<file path="src/rtl/pwm_seq_pkg.sv">
// Shared types for the PWM profile sequencer: FSM states, table entry layout,
// and the period value that marks the end of the table.
package pwm_seq_pkg;

  localparam int unsigned SEQ_RPW = 8;
  localparam logic [15:0] MARKER_PERIOD = 16'd0;

  typedef enum logic [1:0] {
    IDLE,
    LOAD,
    RUN
  } state_t;

  typedef struct packed {
    logic [15:0]        period;
    logic [7:0]         prescale;
    logic               upnotdown;
    logic [SEQ_RPW-1:0] rpt;
  } seq_entry_t;

endpackage

</file>
<file path="src/rtl/pwm_seq_table.sv">
// Profile table: DEPTH entries, one write port, two asynchronous read ports
// (full entry at the load index, period only at the look-ahead index).
module pwm_seq_table
  import pwm_seq_pkg::*;
#(
  parameter int unsigned DEPTH = 4,
  localparam int unsigned AW = $clog2(DEPTH)
) (
  input  logic          clk,
  input  logic          rst,
  input  logic          we,
  input  logic [AW-1:0] waddr,
  input  seq_entry_t    wdata,
  input  logic [AW-1:0] raddr_a,
  output seq_entry_t    rdata_a,
  input  logic [AW-1:0] raddr_b,
  output logic [15:0]   rperiod_b
);

  seq_entry_t mem [DEPTH];

  always_ff @(posedge clk) begin
    if (rst) begin
      for (int unsigned i = 0; i < DEPTH; i++) begin
        mem[i] <= '0;
      end
    end else if (we) begin
      mem[waddr] <= wdata;
    end
  end

  assign rdata_a   = mem[raddr_a];
  assign rperiod_b = mem[raddr_b].period;

endmodule

</file>
<file path="src/rtl/pwm_sequencer.sv">
// Plays back the profile table into the PWM counter: LOAD applies an entry
// with a one-cycle counter_reset, RUN counts full counter cycles via wraps.
module pwm_sequencer
  import pwm_seq_pkg::*;
#(
  parameter int unsigned DEPTH = 4,
  parameter int unsigned RPW = SEQ_RPW,
  localparam int unsigned AW = $clog2(DEPTH)
) (
  input  logic           clk,
  input  logic           rst,
  input  logic           cfg_we,
  input  logic [AW-1:0]  cfg_addr,
  input  logic [15:0]    cfg_period,
  input  logic [7:0]     cfg_prescale,
  input  logic           cfg_upnotdown,
  input  logic [RPW-1:0] cfg_repeat,
  input  logic           start,
  input  logic           stop,
  input  logic           loop_en,
  input  logic [15:0]    counter_val,
  output logic [15:0]    period,
  output logic [7:0]     prescale,
  output logic           upnotdown,
  output logic           counter_en,
  output logic           counter_reset,
  output logic           busy,
  output logic [AW-1:0]  entry_idx,
  output logic           done
);

  state_t         state, state_n;
  logic [AW-1:0]  idx_n, idx_inc, load_idx;
  logic [RPW-1:0] rpt_cnt;
  logic [15:0]    prev;
  logic [15:0]    next_period;
  logic           prev_ok, armed;
  logic           last_idx, eot, wrap, counted, arm_now, done_n;
  seq_entry_t     wr_entry, load_entry;

  assign wr_entry = '{period:    cfg_period,
                      prescale:  cfg_prescale,
                      upnotdown: cfg_upnotdown,
                      rpt:       SEQ_RPW'(cfg_repeat)};

  assign idx_inc  = entry_idx + AW'(1);
  assign last_idx = (entry_idx == AW'(DEPTH - 1));
  assign eot      = last_idx || (next_period == MARKER_PERIOD);
  // Only a RUN continuing to the next entry loads idx+1; start and loop-back load entry 0.
  assign load_idx = (state == RUN && !eot) ? idx_inc : '0;

  pwm_seq_table #(.DEPTH(DEPTH)) u_table (
    .clk       (clk),
    .rst       (rst),
    .we        (cfg_we),
    .waddr     (cfg_addr),
    .wdata     (wr_entry),
    .raddr_a   (load_idx),
    .rdata_a   (load_entry),
    .raddr_b   (idx_inc),
    .rperiod_b (next_period)
  );

  // prev is only trusted once it was captured in RUN; the value seen during
  // LOAD may be a stray tick from the previous entry and could fake a wrap.
  assign wrap = prev_ok && (upnotdown ? (prev == period && counter_val == '0)
                                      : (prev == '0 && counter_val == period));
  assign counted = wrap && (upnotdown || armed);
  assign arm_now = wrap && !upnotdown && !armed;

  always_comb begin
    state_n = state;
    idx_n   = entry_idx;
    done_n  = 1'b0;
    if (stop) begin
      state_n = IDLE;
    end else begin
      case (state)
        IDLE: begin
          if (start) begin
            idx_n = '0;
            if (load_entry.period == MARKER_PERIOD) done_n = 1'b1;
            else state_n = LOAD;
          end
        end
        LOAD: state_n = RUN;
        RUN: begin
          if (counted && rpt_cnt == '0) begin
            if (eot && !loop_en) begin
              state_n = IDLE;
              done_n  = 1'b1;
            end else begin
              state_n = LOAD;
              idx_n   = load_idx;
            end
          end
        end
        default: state_n = IDLE;
      endcase
    end
  end

  always_ff @(posedge clk) begin
    if (rst) begin
      state         <= IDLE;
      entry_idx     <= '0;
      period        <= '0;
      prescale      <= '0;
      upnotdown     <= 1'b1;
      rpt_cnt       <= '0;
      armed         <= 1'b0;
      prev          <= '0;
      prev_ok       <= 1'b0;
      counter_en    <= 1'b0;
      counter_reset <= 1'b0;
      busy          <= 1'b0;
      done          <= 1'b0;
    end else begin
      state         <= state_n;
      entry_idx     <= idx_n;
      done          <= done_n;
      counter_reset <= (state_n == LOAD);
      counter_en    <= (state_n == RUN);
      busy          <= (state_n != IDLE);
      prev          <= counter_val;
      prev_ok       <= (state == RUN);
      if (state_n == LOAD) begin
        period    <= load_entry.period;
        prescale  <= load_entry.prescale;
        upnotdown <= load_entry.upnotdown;
        rpt_cnt   <= RPW'(load_entry.rpt);
        armed     <= 1'b0;
      end else if (state == RUN) begin
        if (arm_now) armed <= 1'b1;
        if (counted && rpt_cnt != '0) rpt_cnt <= rpt_cnt - RPW'(1);
      end
    end
  end

endmodule

</file>
<file path="config.mk">
export PLATFORM = sky130hd
export DESIGN_NAME = pwm_sequencer
export DESIGN_NICKNAME = d
export VERILOG_FILES = /design/src/rtl/pwm_seq_pkg.sv /design/src/rtl/pwm_seq_table.sv /design/src/rtl/pwm_sequencer.sv
export SDC_FILE = /design/constraint.sdc
export NUM_CORES = 1
export LEC_CHECK = 0
export ABC_AREA = 1
export CAP_MARGIN = 15
export CORE_MARGIN = 2
export CORE_UTILIZATION = 58
export CTS_CLUSTER_DIAMETER = 80
export DETAILED_ROUTE_END_ITERATION = 12
export PLACE_DENSITY = 0.81
export SETUP_SLACK_MARGIN = 0.5
export SLEW_MARGIN = 20
export SYNTH_ARGS = -nofsm -noshare
export SYNTH_HDL_FRONTEND = slang
export SYNTH_SLANG_ARGS = --single-unit
</file>
<file path="constraint.sdc">
create_clock -name clk -period 4.7 [get_ports clk]
set_input_delay 1.175 -clock clk [delete_from_list [all_inputs] [get_ports clk]]
set_output_delay 1.175 -clock clk [all_outputs]
set_load 0.1 [all_outputs]
</file>
==> results of run 1 <==
==> layout make-up <==
class                           count  area share, %
Clock inverter                     15          1.653
Inverter                          155          5.397
Clock buffer                       17          3.929
Timing Repair Buffer              106          9.592
Sequential cell                   191          47.53
Tap cell                          211          2.438
Multi-Input combinational cell    659          29.46
==> metrics by stage <==
step / cell area [sq um] / setup WS [ns] / util [%] / hold slack (ns) / instances
after floorplan: 9165 / 1.444 / - / 0.4858 / 1054
after global placement: 10210 / 0.7461 / 66.64 / 0.4771 / 1322
after detailed placement: 10210 / 0.5867 / 66.64 / 0.4727 / 1322
after CTS: 10810 / 0.5570 / 70.59 / 0.4840 / 1354
after global routing: 10830 / 0.6465 / 70.69 / 0.4945 / 1354
final: 10830 / 1.028 / 70.69 / 0.4898 / 1354
==> timing repair <==
item | 4_1_cts | 5_1_grt
hold buffers | 0 | 0
resized for setup | 0 | 7
endpoints found under the setup margin | 0 | 36
setup buffers | 0 | 0
==> cells in the mapped netlist, types with 4 or more instances <==
library cell / n
buf_2: 6
nor3_1: 37
nor2_1: 207
nand3_1: 79
nand4_1: 28
or2_2: 4
inv_1: 150
dfxtp_1: 59
nor4_1: 8
mux2i_1: 17
o22ai_1: 26
clkbuf_1: 32
xor2_1: 5
buf_4: 4
buf_6: 5
edfxtp_1: 132
nand2_1: 171
o21ai_1: 10
xnor2_1: 10
o21ai_0: 24
a21oi_1: 8
==> flip-flops by register name (all words and copies together), names as in the netlist <==
register and flops:
armed 1, busy 1, counter_en 1, counter_reset 1, done 1, entry_idx 2
period 16, prescale 8, prev 16, prev_ok 1, rpt_cnt 8, state 2
u_table.mem 132, upnotdown 1
==> logic make-up (layout without fill, tap and decap cells) <==
family	after synthesis	in the layout	synth area share, %
AO/OA/AOI/OAI	80	80	5.177
XOR/XNOR	15	15	1.434
adder cells (fa/ha/maj)	2	2	0.2731
buffers and inverters	204	293	9.261
flip-flops	191	191	56.17
multiplexers	17	17	1.858
AND/OR/NAND/NOR	545	545	25.83
==> cells in the final DEF (no fill, tap or decap), types with 5 or more instances in the layout <==
cell             instances
nor2_1                 207
nand2_1                171
inv_1                  148
edfxtp_1               132
clkdlybuf4s50_1         87
nand3_1                 79
dfxtp_1                 58
nor3_1                  37
nand4_1                 28
o22ai_1                 26
o21ai_0                 24
mux2i_1                 17
clkbuf_16               17
buf_4                   17
xnor2_1                 10
o21ai_1                 10
nor4_1                   8
a21oi_1                  8
xor2_1                   5
inv_8                    5
==> worst min path at each step <==
stage | from | to | slack, ns | cells past startpoint
after floorplan | rpt_cnt[7] | rpt_cnt[7] | 0.49 | 2
after global placement | prescale[1] | prescale[1] | 0.48 | 2
after detailed placement | prescale[7] | prescale[7] | 0.47 | 2
after CTS | prescale[7] | prescale[7] | 0.48 | 2
after global routing | prescale[7] | prescale[7] | 0.49 | 2
final | prescale[7] | prescale[7] | 0.49 | 2
==> tightest hold or removal path, stage by stage (launching register included) <==
cell     delay (ns)
dfxtp_1        0.32
nand3_1        0.08
nand2_1        0.05
==> power groups by stage <==
stage	logic, mW	registers [mW]	clock network, mW
CTS	0.512	1.97	1.48
global placement	0.500	2.01	0
detailed placement	0.508	2.01	0
global route	0.560	1.98	1.56
finish	0.517	1.98	1.48
floorplan	0.251	2.09	0
==> layer usage <==
metal | share of wire (%) | track usage [%] | up-vias
met1 | 40 | 37.79 | 3503
li1 | - | - | 3612
met2 | 48 | 46.47 | 399
met4 | 2.7 | 10.31 | 0
met5 | 0 | 0 | -
met3 | 9.2 | 6.317 | 58
==> flow_metrics.py, run 1 <==
metrics = {
    "sta": {
        "finClkSkew_ns": 0.009512,
        "finalSetupViolCount": 0,
        "hold_viol": 0,
        "slew_viol_final": 0,
        "post-route-period-util_pct": 78.14,
        "fmax_mhz": 272.3,
        "period_needed_ns": 3.672,
        "tns_ns": 0,
        "slew_headroom_pct": 29.70,
        "tightestPinTransition_ns": 1.048,
        "rsz0062_at_grt": "no",
    },
    "min_path": {
        "hold_path.class": "flop to flop",
    },
    "global_route": {
        "grt_pass1_vias": 7269,
        "grt_use_total_pct": 28.50,
        "gr-total-overflow": 0,
        "grt_antenna_before_repair": 0,
        "grt_pass1_wl_microns": 36470,
        "grt_max_degree": 67,
    },
    "synth": {
        "ys_seq_area_share_pct": 56.17,
        "yosysTopAreaCell": "edfxtp_1",
        "synthCells": 1054,
        "synth-seq-cells": 191,
        "ys.flop_type": "edfxtp_1",
        "synth_cell_types": 41,
        "synth_edf_count": 132,
        "synth.area.top_cells": "edfxtp_1 (43%), dfxtp_1 (13%), nor2_1 (8.5%), nand2_1 (7.0%), inv_1 (6.1%)",
        "synth_area_sq_um": 9160,
        "syn_nets": 1113,
        "syn_area_per_cell_sq_um": 8.691,
        "async_flop_share_pct": 0,
        "synth_warnings": 0,
        "netlist.area_leader.share_pct": 43.27,
    },
    "worst_setup_path": {
        "crit_slowest_cell": "dfxtp_2",
        "cp_common_cell": "nor2_1",
        "cp_top_family": "simple AND/OR/NAND/NOR gates",
        "crit_cells": 22,
        "path_cells": "inv_4, nor2_1, nand3_1, nand2_1, nand3_1, o21bai_1, nor2_4, nand3_4, inv_2, nand3_1, nand2_1, nor2_1, nand2_1, nor2_1, nand2_1, nand2_2, nand2_4, nand2_8, buf_4, nand2_2, nor2_1, nor2_1",
        "reg2reg_depth": 22,
        "r2r_end": "upnotdown",
        "cp-end-kind": "flop",
        "worstSetupStartpointType": "flop",
        "crit_end": "upnotdown",
        "max_stage_delay_ns": 0.49,
        "reg2reg_setup_slack_ns": 1.03,
        "cp-startpoint": "entry_idx[0]",
        "path_max_fanout": 33,
        "cp_num_buf_inv": 3,
        "regToRegStartpoint": "entry_idx[0]",
        "worstPathRequired_ns": 5.02,
        "critPathArrivalTime_ns": 3.99,
        "critPathKind": "flop to flop",
    },
    "placed_design": {
        "port_buffers": 87,
        "gp_congestion": 0.9545,
        "dp_hpwl_microns": 15350,
    },
    "power": {
        "power_mw": 3.971,
        "p_switching_mw": 1.089,
        "cellPowerDensity_nw_per_um2": 366.8,
        "p_seq_share_pct": 49.8,
        "p_leak_nw": 4.685,
        "p_sw_share_pct": 27.43,
        "max-vdd-ir-drop_v": 0.0002723,
        "comb_power_share_pct": 13.0,
        "p_int_mw": 2.882,
        "p_clk_share_pct": 37.2,
    },
    "cells_and_area": {
        "layout-drive-gt1-share_pct": 6.124,
        "area_growth_pct": 18.19,
        "regArea_sq_um": 5146,
        "multiInputGateArea_sq_um": 3189,
        "fin_nets": 1189,
        "n_fill_cell": 1189,
        "antennaDiodeCount": 0,
    },
    "floorplanning": {
        "rows": 45,
        "start_util_pct": 59.81,
        "core_sq_um": 15310,
        "ios": 88,
        "dieArea_sq_um": 16810,
        "die_x_microns": 129.7,
        "die_h_microns": 129.7,
    },
    "drt": {
        "vias_per_cell": 5.592,
        "drc": 0,
        "wl_microns": 23050,
        "firstDrtPassIters": 6,
        "drtIter0Drc": 1013,
        "dr_total_vias": 7572,
        "route.detailed.wl_per_inst_microns": 17.03,
        "ant_nets": 0,
    },
    "clock_tree": {
        "cts.sinks": 191,
        "cts_tree": "done",
        "cts_buffer_depth": 2,
        "insertion_delay_ns": 0.44,
        "clk_pin_slew_ns": 0.07,
        "cts_buffers": 17,
        "cts_root_buffer": "clkbuf_16",
        "h-tree-depth": 4,
    },
    "run_status": {
        "outcome": "finished, final reports clean",
    },
    "job": {
        "drv_cap": 0,
    },
}
No activity file was read; power rests on OpenSTA's default activity.
==> inputs of run 2 (changes only) <==
Clock period 4.7 ns to 3.6 ns, I/O delays scaled along.
==> run 2 against run 1 <==
Against the previous run:
- combinational power up 44%
- clock skew up 0.0026 ns
- non-clock buffer count up 32
- register-to-register slack worse by 0.54 ns
- flip-flop and latch count unchanged
- critical path type unchanged
- critical endpoint is now rpt_cnt[5]
==> flow_metrics.py, run 2 (synthesized netlist as in run 1, its figures left out) <==
metrics = {
    "global_route": {
        "grt_use_total_pct": 27.05,
        "grt_pass1_wl_microns": 34920,
        "grt_antenna_before_repair": 0,
        "grt_max_degree": 65,
        "gr-total-overflow": 0,
        "grt_pass1_vias": 7115,
    },
    "cells_and_area": {
        "antennaDiodeCount": 0,
        "mostFrequentLayoutCell": "nor2_1",
        "reg_top3": "u_table.mem x132, period x16, prev x16",
        "final_util_pct": 74.09,
        "design_area_sq_um": 11350,
        "largest-register": "u_table.mem",
        "largest_reg_flops": 132,
        "area_growth_pct": 23.88,
        "fin_nets": 1227,
        "layout_common_cells": "nor2_1 (201), nand2_1 (162), inv_1 (149)",
        "layout-drive-gt1-share_pct": 13.55,
        "final_cells": 1392,
    },
    "worst_setup_path": {
        "cp_num_buf_inv": 2,
        "crit_cells": 20,
        "max_stage_delay_ns": 0.45,
        "worstPathRequired_ns": 3.96,
        "path_cells": "ha_2, nand2_2, nor2_4, nor2_4, nand4_4, clkbuf_16, nand2_1, nand3_1, nand2_2, nor2_1, nand2_1, nor2_1, nand2_1, nand2_2, nand2_8, nand2_8, clkbuf_16, nand2_1, nand2_1, a21oi_1",
        "cp_top_family": "simple AND/OR/NAND/NOR gates",
        "cp_common_cell": "nand2_1",
        "path_max_fanout": 8,
        "reg2reg_depth": 20,
        "critPathArrivalTime_ns": 3.47,
        "critPathKind": "flop to flop",
        "cp-end-kind": "flop",
        "crit_slowest_cell": "dfxtp_4",
        "worstSetupStartpointType": "flop",
    },
    "sta": {
        "finClkSkew_ns": 0.01209,
        "tightestPinTransition_ns": 0.9589,
        "post-route-period-util_pct": 86.44,
        "slew_headroom_pct": 35.87,
        "slew_viol_final": 0,
        "rsz0062_at_grt": "no",
        "hold_viol": 0,
        "tns_ns": 0,
        "holdWs_ns": 0.4765,
        "fmax_mhz": 321.4,
        "finalSetupViolCount": 0,
        "fin_ws_ns": 0.4883,
        "period_needed_ns": 3.112,
    },
    "placed_design": {
        "placedInstanceArea_sq_um": 10210,
        "dp_slack_ns": 0.06284,
        "gp_congestion": 0.9453,
        "dp_hpwl_microns": 14530,
        "dp.cells": 1330,
        "port_buffers": 87,
    },
    "job": {
        "drv_cap": 0,
    },
    "min_path": {
        "hold_path.class": "flop to flop",
        "holdPathStages": 2,
    },
    "floorplanning": {
        "start_util_pct": 59.81,
        "core_sq_um": 15310,
        "dieArea_sq_um": 16810,
        "rows": 45,
        "die_h_microns": 129.7,
        "ios": 88,
        "die_x_microns": 129.7,
    },
    "drt": {
        "wl_microns": 25000,
        "ant_nets": 0,
        "drtIter0Drc": 1087,
        "vias_per_cell": 5.775,
        "dr_total_vias": 8039,
        "route.detailed.wl_per_inst_microns": 17.96,
        "firstDrtPassIters": 6,
        "drc": 0,
    },
    "run_status": {
        "outcome": "finished, final reports clean",
    },
    "clock_tree": {
        "cts_root_buffer": "clkbuf_16",
        "cts_tree": "done",
        "h-tree-depth": 4,
        "cts_buffer_depth": 2,
        "clk_pin_slew_ns": 0.07,
        "cts_buffers": 17,
        "insertion_delay_ns": 0.44,
        "cts_hold_buf": 0,
        "cts.sinks": 191,
    },
    "power": {
        "p_leak_nw": 4.996,
        "cellPowerDensity_nw_per_um2": 463.4,
        "max-vdd-ir-drop_v": 0.0004112,
        "power_mw": 5.258,
    },
}
==> run 2: power breakdown <==
part | switching (mW) | total [mW] | leakage [nW] | internal (mW)
logic | 0.496 | 0.742 | 2.94 | 0.245
clock network | 0.889 | 1.94 | 0.288 | 1.05
registers | 0.0831 | 2.58 | 1.77 | 2.50
total | 1.47 | 5.26 | 5.00 | 3.79
==> run 2: final cells by class <==
cell class / instances / area (sq um)
sequential: 191 / 5150
multi-input combinational: 663 / 3346
fill: 1062 / 3968
timing repair inverter: 2 / 15.01
clock inverter: 15 / 177.7
timing repair buffer: 138 / 1364
tap: 211 / 264.0
inverter: 155 / 605.6
clock buffer: 17 / 425.4
==> run 2: path summary, 6_finish.rpt <==
kind	start	to	slack, ns
max	entry_idx[0]	rpt_cnt[5]	0.49
max reg2reg	entry_idx[0]	rpt_cnt[5]	0.49
min reg2reg	prescale[4]	prescale[4]	0.48
min	prescale[4]	prescale[4]	0.48
==> run 2: per-layer routing <==
layer	vias to the layer above	GRT usage [%]	part of all wire [%]
met1	3674	35.83	39
met2	551	42.75	47
met3	108	6.482	10
met5	-	0	0
met4	0	11.89	4.2
li1	3706	-	-
==> run 2: worst reg2reg max path, stage by stage, from the launching register on <==
cell	delay, ns
dfxtp_4	0.45
ha_2	0.36
nand2_2	0.14
nor2_4	0.05
nor2_4	0.15
nand4_4	0.25
clkbuf_16	0.25
nand2_1	0.05
nand3_1	0.11
nand2_2	0.13
nor2_1	0.05
nand2_1	0.09
nor2_1	0.05
nand2_1	0.14
nand2_2	0.12
nand2_8	0.10
nand2_8	0.11
clkbuf_16	0.19
nand2_1	0.05
nand2_1	0.04
a21oi_1	0.14
==> run 2: repair_timing <==
action                     in CTS  in global routing
pin swaps                       1                 11
resized for setup               4                 51
setup endpoints to repair      36                 36
buffers inserted                0                 16
gates cloned                    1                 13
==> inputs of run 3 (changes only) <==
Settings changed: CORE_MARGIN 2 to not set, PLACE_DENSITY 0.81 to 0.93.
==> run 3 against run 2 <==
Against the previous run:
- clock power decreased by 5%
- design area is 1.4% higher
- routed wire length increased by 18%
- critical path depth grew 2
- maximum frequency fell by 11%
- power down 0.48%
- highest routed layer unchanged
==> flow_metrics.py, run 3 (synthesized netlist as in run 1, its figures left out) <==
metrics = {
    "run_status": {
        "outcome": "finished, final reports clean",
    },
    "cells_and_area": {
        "layout-drive-gt1-share_pct": 17.61,
        "regArea_sq_um": 5150,
        "fin_nets": 1233,
        "final_cells": 1398,
        "layout_common_cells": "nor2_1 (198), inv_1 (148), nand2_1 (134)",
        "mostFrequentLayoutCell": "nor2_1",
        "largest-register": "u_table.mem",
        "multiInputGateArea_sq_um": 3483,
        "n_fill_cell": 905,
        "reg_top3": "u_table.mem x132, period x16, prev x16",
        "largest_reg_flops": 132,
        "area_growth_pct": 25.58,
        "antennaDiodeCount": 0,
    },
    "sta": {
        "rsz0062_at_grt": "yes",
        "slew_headroom_pct": 35.86,
        "finClkSkew_ns": 0.01567,
        "tns_ns": 0,
        "tightestPinTransition_ns": 0.9590,
        "hold_viol": 0,
        "slew_viol_final": 0,
        "fmax_mhz": 287.5,
        "finalSetupViolCount": 0,
        "period_needed_ns": 3.479,
        "post-route-period-util_pct": 96.63,
    },
    "clock_tree": {
        "cts_root_buffer": "clkbuf_16",
        "insertion_delay_ns": 0.46,
        "cts_buffers": 17,
        "h-tree-depth": 4,
        "cts_buffer_depth": 2,
        "cts_hold_buf": 0,
        "clk_pin_slew_ns": 0.08,
        "cts_tree": "done",
        "cts.sinks": 191,
    },
    "floorplanning": {
        "rows": 45,
        "ios": 88,
        "dieArea_sq_um": 16300,
        "start_util_pct": 59.81,
        "core_sq_um": 15310,
        "die_x_microns": 127.7,
        "die_h_microns": 127.7,
    },
    "drt": {
        "route.detailed.wl_per_inst_microns": 21.06,
        "wl_microns": 29440,
        "firstDrtPassIters": 6,
        "drtIter0Drc": 1591,
        "vias_per_cell": 6.230,
        "dr_total_vias": 8710,
        "drc": 0,
        "ant_nets": 0,
    },
    "min_path": {
        "hold_path.class": "flop to flop",
        "min_from": "prescale[1]",
        "holdPathEnd": "prescale[1]",
        "holdPathStages": 2,
    },
    "worst_setup_path": {
        "critPathKind": "flop to flop",
        "cp_common_cell": "nand2_1",
        "cp_num_buf_inv": 3,
        "max_stage_delay_ns": 0.44,
        "cp_top_family": "simple AND/OR/NAND/NOR gates",
        "worstSetupStartpointType": "flop",
        "critPathArrivalTime_ns": 3.88,
        "crit_slowest_cell": "dfxtp_4",
        "regToRegStartpoint": "entry_idx[0]",
        "path_max_fanout": 23,
        "cp-end-kind": "flop",
        "path_cells": "inv_6, nor2_1, nand3_1, nand2_1, nand3_2, o21bai_1, nor2_4, buf_6, nand4_1, nand3_1, nand2_1, nor2_1, nand2_1, nor2_1, nand2_1, nand2_2, nand2_8, nand2_8, nor2_4, clkbuf_16, nand2_1, nand2_1",
        "r2r_end": "prescale[6]",
        "reg2reg_setup_slack_ns": 0.12,
        "worstPathRequired_ns": 4.00,
        "reg2reg_depth": 22,
    },
    "placed_design": {
        "gp_congestion": 0.8913,
        "dp_hpwl_microns": 15710,
        "dp.cells": 1329,
        "port_buffers": 87,
    },
    "global_route": {
        "grt_antenna_before_repair": 0,
        "grt_max_degree": 65,
        "grt_use_total_pct": 30.72,
        "grt_pass1_wl_microns": 38100,
        "grt_pass1_vias": 7615,
        "gr-total-overflow": 0,
    },
    "power": {
        "power_mw": 5.233,
        "p_leak_nw": 5.065,
        "max-vdd-ir-drop_v": 0.0003848,
        "cellPowerDensity_nw_per_um2": 454.9,
    },
    "job": {
        "drv_cap": 0,
    },
}
## run 3: how the worst max path moves through the flow
stage	startpoint	to	slack (ns)	cells after the start
2_1_floorplan	cfg_we	u_table.mem[3][0]	0.67	2
6_report	entry_idx[0]	prescale[6]	0.12	22
4_1_cts	entry_idx[0]	period[12]	0.50	20
3_3_place_gp	counter_val[13]	period[8]	0.09	15
3_5_place_dp	counter_val[13]	period[12]	0.02	15
5_1_grt	entry_idx[0]	period[0]	0.02	22
## run 3: repair_timing
item / CTS / global route
gates resized for setup: 7 / 87
setup endpoints to repair: 32 / 37
pin swaps: 1 / 43
cloned: 2 / 10
setup buffers: 1 / 24
hold endpoints to repair: 0 / 0
## run 3: stage by stage
step                      worst slack (ns)  hold WS (ns)  util [%]  cell area [sq um]
after global routing               0.02371        0.5199     75.11              11500
after CTS                           0.5002        0.4912     70.72              10830
after detailed placement           0.02350        0.4763     66.59              10200
final                               0.1211        0.5069     75.11              11500
after floorplan                     0.6702        0.4858         -               9168
after global placement             0.08802        0.4720     66.50              10180
## run 3: worst reg2reg max path: stages (launching register included)
cell	delay, ns
dfxtp_4	0.44
inv_6	0.08
nor2_1	0.17
nand3_1	0.13
nand2_1	0.16
nand3_2	0.11
o21bai_1	0.31
nor2_4	0.08
buf_6	0.20
nand4_1	0.10
nand3_1	0.14
nand2_1	0.18
nor2_1	0.07
nand2_1	0.09
nor2_1	0.05
nand2_1	0.12
nand2_2	0.11
nand2_8	0.13
nand2_8	0.08
nor2_4	0.28
clkbuf_16	0.23
nand2_1	0.07
nand2_1	0.08
## run 3: layout make-up
cell class / count / area share [%]
Sequential cell: 191 / 44.77
Multi-Input combinational cell: 663 / 30.28
Timing Repair Buffer: 146 / 12.60
Inverter: 155 / 5.210
Clock buffer: 19 / 3.861
Tap cell: 211 / 2.295
Clock inverter: 13 / 0.9898
## run 3: where the power goes
| group | switching (mW) | total, mW | internal (mW) |
|---|---|---|---|
| sequential | 0.0935 | 2.59 | 2.50 |
| clock | 0.889 | 1.84 | 0.955 |
| combinational | 0.538 | 0.796 | 0.257 |
## run 3: layer usage
layer	global-route usage, %	part of all wire [%]	up-vias
met4	15.99	6.2	0
met5	0	0	-
met1	38.94	35	3990
met2	51.17	46	783
li1	-	-	3716
met3	5.008	13	221
